`src/rtl/uart_tx_sched.sv`:
```
// Frame-level round-robin arbiter for the UART TX FIFO write port.
// A grant is held until the frame's last byte, or until the stall watchdog fires.
module uart_tx_sched #(
  parameter int NREQ    = 4,
  parameter int DW      = 8,
  parameter int TIMEOUT = 64
) (
  input  logic                                      PCLK,
  input  logic                                      PRESETn,
  input  logic                                      enable,
  input  logic [NREQ-1:0]                           req_valid,
  input  logic [NREQ*DW-1:0]                        req_data,
  input  logic [NREQ-1:0]                           req_last,
  output logic [NREQ-1:0]                           req_ready,
  input  logic                                      fifo_full,
  output logic                                      fifo_wr_en,
  output logic [DW-1:0]                             fifo_wr_data,
  output logic                                      grant_valid,
  output logic [((NREQ > 1) ? $clog2(NREQ) : 1)-1:0] grant_id,
  output logic                                      frame_done,
  output logic                                      timeout_err
);

  localparam int IW = (NREQ > 1) ? $clog2(NREQ) : 1;
  localparam int CW = $clog2(TIMEOUT);

  // state | meaning
  // IDLE  | no holder; arbitrate among valid requesters when enabled
  // XFER  | grant_id_q owns the FIFO write port until last byte or stall abort
  localparam logic [0:0] IDLE = 1'b0;
  localparam logic [0:0] XFER = 1'b1;

  logic [0:0]    state_q, state_d;
  logic [IW-1:0] grant_id_q, grant_id_d;
  logic [IW-1:0] rr_ptr_q, rr_ptr_d;
  logic [CW-1:0] stall_cnt_q, stall_cnt_d;
  logic [DW-1:0] wr_data_q, wr_data_d;
  logic          frame_done_q, frame_done_d;
  logic          timeout_err_q, timeout_err_d;

  logic [IW-1:0] winner;
  logic          found;
  int            idx;
  int            gidx;
  logic          g_valid;
  logic          g_last;
  logic [DW-1:0] g_data;
  logic          push;
  logic [IW-1:0] next_ptr;

  // First valid requester at or above rr_ptr, wrapping modulo NREQ.
  always_comb begin
    winner = '0;
    found  = 1'b0;
    idx    = 0;
    for (int i = 0; i < NREQ; i++) begin
      idx = int'(rr_ptr_q) + i;
      if (idx >= NREQ) idx = idx - NREQ;
      if (!found && req_valid[idx]) begin
        found  = 1'b1;
        winner = IW'(idx);
      end
    end
  end

  always_comb begin
    gidx      = int'(grant_id_q);
    g_valid   = req_valid[grant_id_q];
    g_last    = req_last[grant_id_q];
    g_data    = req_data[gidx*DW +: DW];
    req_ready = '0;
    if (state_q == XFER) req_ready[grant_id_q] = !fifo_full;
    push      = (state_q == XFER) && g_valid && !fifo_full;
    next_ptr  = (grant_id_q == IW'(NREQ - 1)) ? '0 : grant_id_q + IW'(1);
  end

  always_comb begin
    state_d       = state_q;
    grant_id_d    = grant_id_q;
    rr_ptr_d      = rr_ptr_q;
    stall_cnt_d   = stall_cnt_q;
    wr_data_d     = wr_data_q;
    frame_done_d  = 1'b0;
    timeout_err_d = 1'b0;
    case (state_q)
      IDLE: begin
        if (enable && found) begin
          state_d     = XFER;
          grant_id_d  = winner;
          stall_cnt_d = '0;
        end
      end
      XFER: begin
        if (push) begin
          wr_data_d   = g_data;
          stall_cnt_d = '0;
          if (g_last) begin
            state_d      = IDLE;
            rr_ptr_d     = next_ptr;
            frame_done_d = 1'b1;
          end
        end else if (!g_valid) begin
          // Abort on the stalled cycle that takes the count to TIMEOUT-1.
          if (stall_cnt_q == CW'(TIMEOUT - 2)) begin
            state_d       = IDLE;
            rr_ptr_d      = next_ptr;
            stall_cnt_d   = '0;
            timeout_err_d = 1'b1;
          end else begin
            stall_cnt_d = stall_cnt_q + CW'(1);
          end
        end
      end
      default: state_d = IDLE;
    endcase
  end

  always_ff @(posedge PCLK or negedge PRESETn) begin
    if (!PRESETn) begin
      state_q       <= IDLE;
      grant_id_q    <= '0;
      rr_ptr_q      <= '0;
      stall_cnt_q   <= '0;
      wr_data_q     <= '0;
      frame_done_q  <= 1'b0;
      timeout_err_q <= 1'b0;
    end else begin
      state_q       <= state_d;
      grant_id_q    <= grant_id_d;
      rr_ptr_q      <= rr_ptr_d;
      stall_cnt_q   <= stall_cnt_d;
      wr_data_q     <= wr_data_d;
      frame_done_q  <= frame_done_d;
      timeout_err_q <= timeout_err_d;
    end
  end

  assign grant_valid  = (state_q == XFER);
  assign grant_id     = grant_id_q;
  assign fifo_wr_en   = push;
  assign fifo_wr_data = push ? g_data : wr_data_q;
  assign frame_done   = frame_done_q;
  assign timeout_err  = timeout_err_q;

endmodule
```
`config.mk`:
```
export PLATFORM = sky130hd
export DESIGN_NAME = uart_tx_sched
export DESIGN_NICKNAME = d
export VERILOG_FILES = /design/src/rtl/uart_tx_sched.sv
export SDC_FILE = /design/constraint.sdc
export NUM_CORES = 1
export LEC_CHECK = 0
export CAP_MARGIN = 0
export CORE_MARGIN = 1.5
export CORE_UTILIZATION = 40
export DETAILED_ROUTE_END_ITERATION = 10
export PLACE_DENSITY = 0.75
export SLEW_MARGIN = 25
export SYNTH_ARGS = -nofsm -noshare
export SYNTH_HDL_FRONTEND = slang
export SYNTH_SLANG_ARGS = --single-unit
```
`constraint.sdc`:
```
create_clock -name PCLK -period 2.41 [get_ports PCLK]
set_input_delay 0.482 -clock PCLK [delete_from_list [all_inputs] [get_ports PCLK]]
set_output_delay 0.482 -clock PCLK [all_outputs]
set_load 0.005 [all_outputs]
```
==> impl_metrics.yaml, run 1 <==
status:
  outcome: "complete, but fails checks"
  violations: "negative setup slack"
sta:
  worstMarginPinSlew_ns: 0.443
  clock.fmax_ghz: 0.403
  hold_ws_ns: 0.500
  slew_headroom: 0.701
  fin_skew_ns: 0.00556
  hold_violations: 0
  fin_ws_ns: -0.0738
  rsz0062_at_grt: "yes"
  period_share: 1.03
  drv_slew: 0
  setup_viol: 8
  finalCriticalPeriod_ns: 2.48
critical_path:
  reg2reg_slack_ns: 0.23
  crit_slowest_cell: "mux4_2"
  critPathTopFamily: "multiplexers"
  r2r-end: "rr_ptr_q[1]"
  start_kind: "flip-flop"
  r2r_start: "grant_id[0]"
  cp.required_ns: 1.93
  critPathMaxStageDelay_ns: 0.55
  critPathKind: "flip-flop to output pin"
  cp_data_arrival_time_ns: 2.00
  cp_cell_sequence: "mux4_2 > nand2_4 > buf_16 > buf_6 > mux2_4 > buf_6"
  reg2reg_depth: 7
  crit_top_cell: "buf_6"
  end_kind: "output pin"
  path_max_fanout: 4
  timing.critical_path.buf_inv: 3
cells_and_area:
  drive_gt1_frac: 0.383
  fin_nets: 265
  fin_cells: 260
  area_growth_pct: 68.4
  diodes: 0
worst_hold_path:
  hold_path_depth: 1
  hold_start: "stall_cnt_q[5]"
  min_delay_worst_endpoint: "stall_cnt_q[5]"
  hold_class: "flip-flop to flip-flop"
floorplan:
  die_w_um: 63.5
  dieArea_mm2: 0.00403
  ios: 62
  start_util: 0.429
  rows: 21
  fp.dieH_um: 63.5
  coreArea_mm2: 0.00342
route:
  first_iter_violations: 35
  wirelength_um: 4450
  route.detailed.drc: 0
  vias: 1405
  vias_per_cell: 5.40
  final_antenna_net_count: 0
  wl_per_cell_um: 17.1
  drtPass1Iterations: 4
yosys:
  yosysTopAreaCell: "dfrtp_1"
  synth_most_common_cell: "dfrtp_1"
  synth.distinct_cells: 37
  synth_commonest_cells: "dfrtp_1 (21), mux2_2 (18), inv_1 (11)"
  synth-seq-cells: 21
  syn_nets: 173
  synth_area_per_cell_um2: 11.9
  ys.flop_type: "dfrtp_1"
  synth_edf_count: 0
  synth_warnings: 0
  synth_cells: 123
  async_flop_share: 1.00
  ys_top_cells_by_area: "dfrtp_1 (36%), mux2_2 (14%), mux4_2 (14%), ha_1 (5.1%), inv_1 (2.8%)"
  ys_seq_area_frac: 0.359
  synth_top_area_frac: 0.359
  synth_area_mm2: 0.00146
power:
  ir_drop_v: 0.000471
  power_leakage_nw: 1.19
  power.total_mw: 2.47
  p_per_area_mw_per_mm2: 1000
clocking:
  cts_tree: "built"
  clock_sinks: 21
  worstSkewPairLatency_ns: 0.31
  clk_pin_slew_ns: 0.12
  holdBufCountCts: 0
  root_buffer: "clkbuf_4"
  htree_levels: 1
  cts_buffers: 3
  clockBufferDepth: 2
global_route:
  grt_max_degree: 22
  grt-ovfl-total: 0
  grt_use_total: 0.215
  grt_pass1_wl_um: 6820
  grt_antenna_before_repair: 0
  grt_pass1_vias: 1406
place:
  dp.cells: 245
  dpl.hpwl_um: 3080
  dp_slack_ns: -0.529
  gp_congestion: 0.785
  buffer_ports.inserted: 61
run:
  max-cap-violations: 0
==> layout make-up <==
type                    instances  area (um^2)
inverters                      11         41.3
clock inverters                 1         5.00
repair buffers                 90          901
fillers                       249          951
flip-flops and latches         21          526
clock buffers                   3         22.5
multi-input cells              88          912
well taps                      46         57.6
==> state kept, by name (all words and copies together) (netlist names) <==
signal,cells
wr_data_q,8
stall_cnt_q,6
grant_id,2
rr_ptr_q,2
frame_done,1
grant_valid,1
timeout_err,1
==> worst max-delay path by stage <==
stage	depth (start not counted)	from	slack (ns)	end
global placement	6	req_valid[2]	-0.50	fifo_wr_data[5]
floorplan	4	grant_id[0]	0.12	fifo_wr_data[0]
CTS	6	grant_id[0]	-0.09	req_ready[2]
detailed placement	6	req_valid[2]	-0.53	fifo_wr_data[4]
global route	6	grant_id[0]	-0.16	fifo_wr_data[4]
finish	6	grant_id[0]	-0.07	fifo_wr_data[4]
==> layout by cell type (no fill, tap or decap), types with 4 or more instances in the layout <==
cell / count
dlymetal6s2s_1: 4
o21ai_0: 4
mux4_2: 9
nand3_1: 5
clkdlybuf4s50_1: 44
buf_4: 21
inv_1: 10
ha_1: 6
mux2_2: 10
and3_1: 5
nand2_1: 5
dfrtp_1: 21
mux2_4: 8
buf_6: 11
==> cells by family (layout without fill, tap and decap cells) <==
logic type | Yosys count | count (layout) | share of synthesized area
and+or+nand+nor | 30 | 30 | 0.119
muxes | 29 | 29 | 0.302
AOI/OAI and AO/OA | 23 | 23 | 0.126
DFF | 21 | 21 | 0.359
buffers and inverters | 14 | 105 | 0.0436
adders and majority gates | 6 | 6 | 0.0513
==> stage by stage <==
step / setup TNS [ns] / util / instance area (um^2)
3_3_place_gp: -4.36 / 0.661 / 2260
2_1_floorplan: 0 / - / 1460
3_5_place_dp: -4.60 / 0.661 / 2260
5_1_grt: -0.789 / 0.722 / 2460
6_report: -0.184 / 0.722 / 2460
4_1_cts: -0.342 / 0.691 / 2360
==> routing by layer <==
layer / part of all wire / track usage
met5: 0 / 0
met3: 0.069 / 0.0464
met2: 0.51 / 0.396
met1: 0.41 / 0.249
met4: 0.0094 / 0.0598
==> report_power, final <==
part	total (mW)	leakage (nW)	internal, mW	switching, mW
Clock	0.175	0.0177	0.0619	0.114
Sequential	0.597	0.263	0.490	0.107
Combinational	1.70	0.906	1.06	0.643
==> repair_timing <==
action / CTS / global route
setup endpoints to repair: 13 / 13
gates cloned: 1 / 0
endpoints found under the hold margin: 0 / 0
buffers inserted: 2 / 8
pin swaps: 0 / 0
gates resized for setup: 54 / 13
No activity file was read; power rests on OpenSTA's default activity.
==> run 2, diff against run 1 <==
--- a/config.mk
+++ b/config.mk
@@ -5,7 +5,6 @@
 export SDC_FILE = /design/constraint.sdc
 export NUM_CORES = 1
 export LEC_CHECK = 0
-export CAP_MARGIN = 0
 export CORE_MARGIN = 1.5
 export CORE_UTILIZATION = 40
 export DETAILED_ROUTE_END_ITERATION = 10
==> results of run 2 <==
The final DEF is identical to that of run 1; final timing and power are the same.
==> run 3, diff against run 2 <==
--- a/config.mk
+++ b/config.mk
@@ -9,7 +9,6 @@
 export CORE_UTILIZATION = 40
 export DETAILED_ROUTE_END_ITERATION = 10
 export PLACE_DENSITY = 0.75
-export SLEW_MARGIN = 25
 export SYNTH_ARGS = -nofsm -noshare
 export SYNTH_HDL_FRONTEND = slang
 export SYNTH_SLANG_ARGS = --single-unit
==> results of run 3 <==
The final DEF is identical to that of run 1; final timing and power are the same.
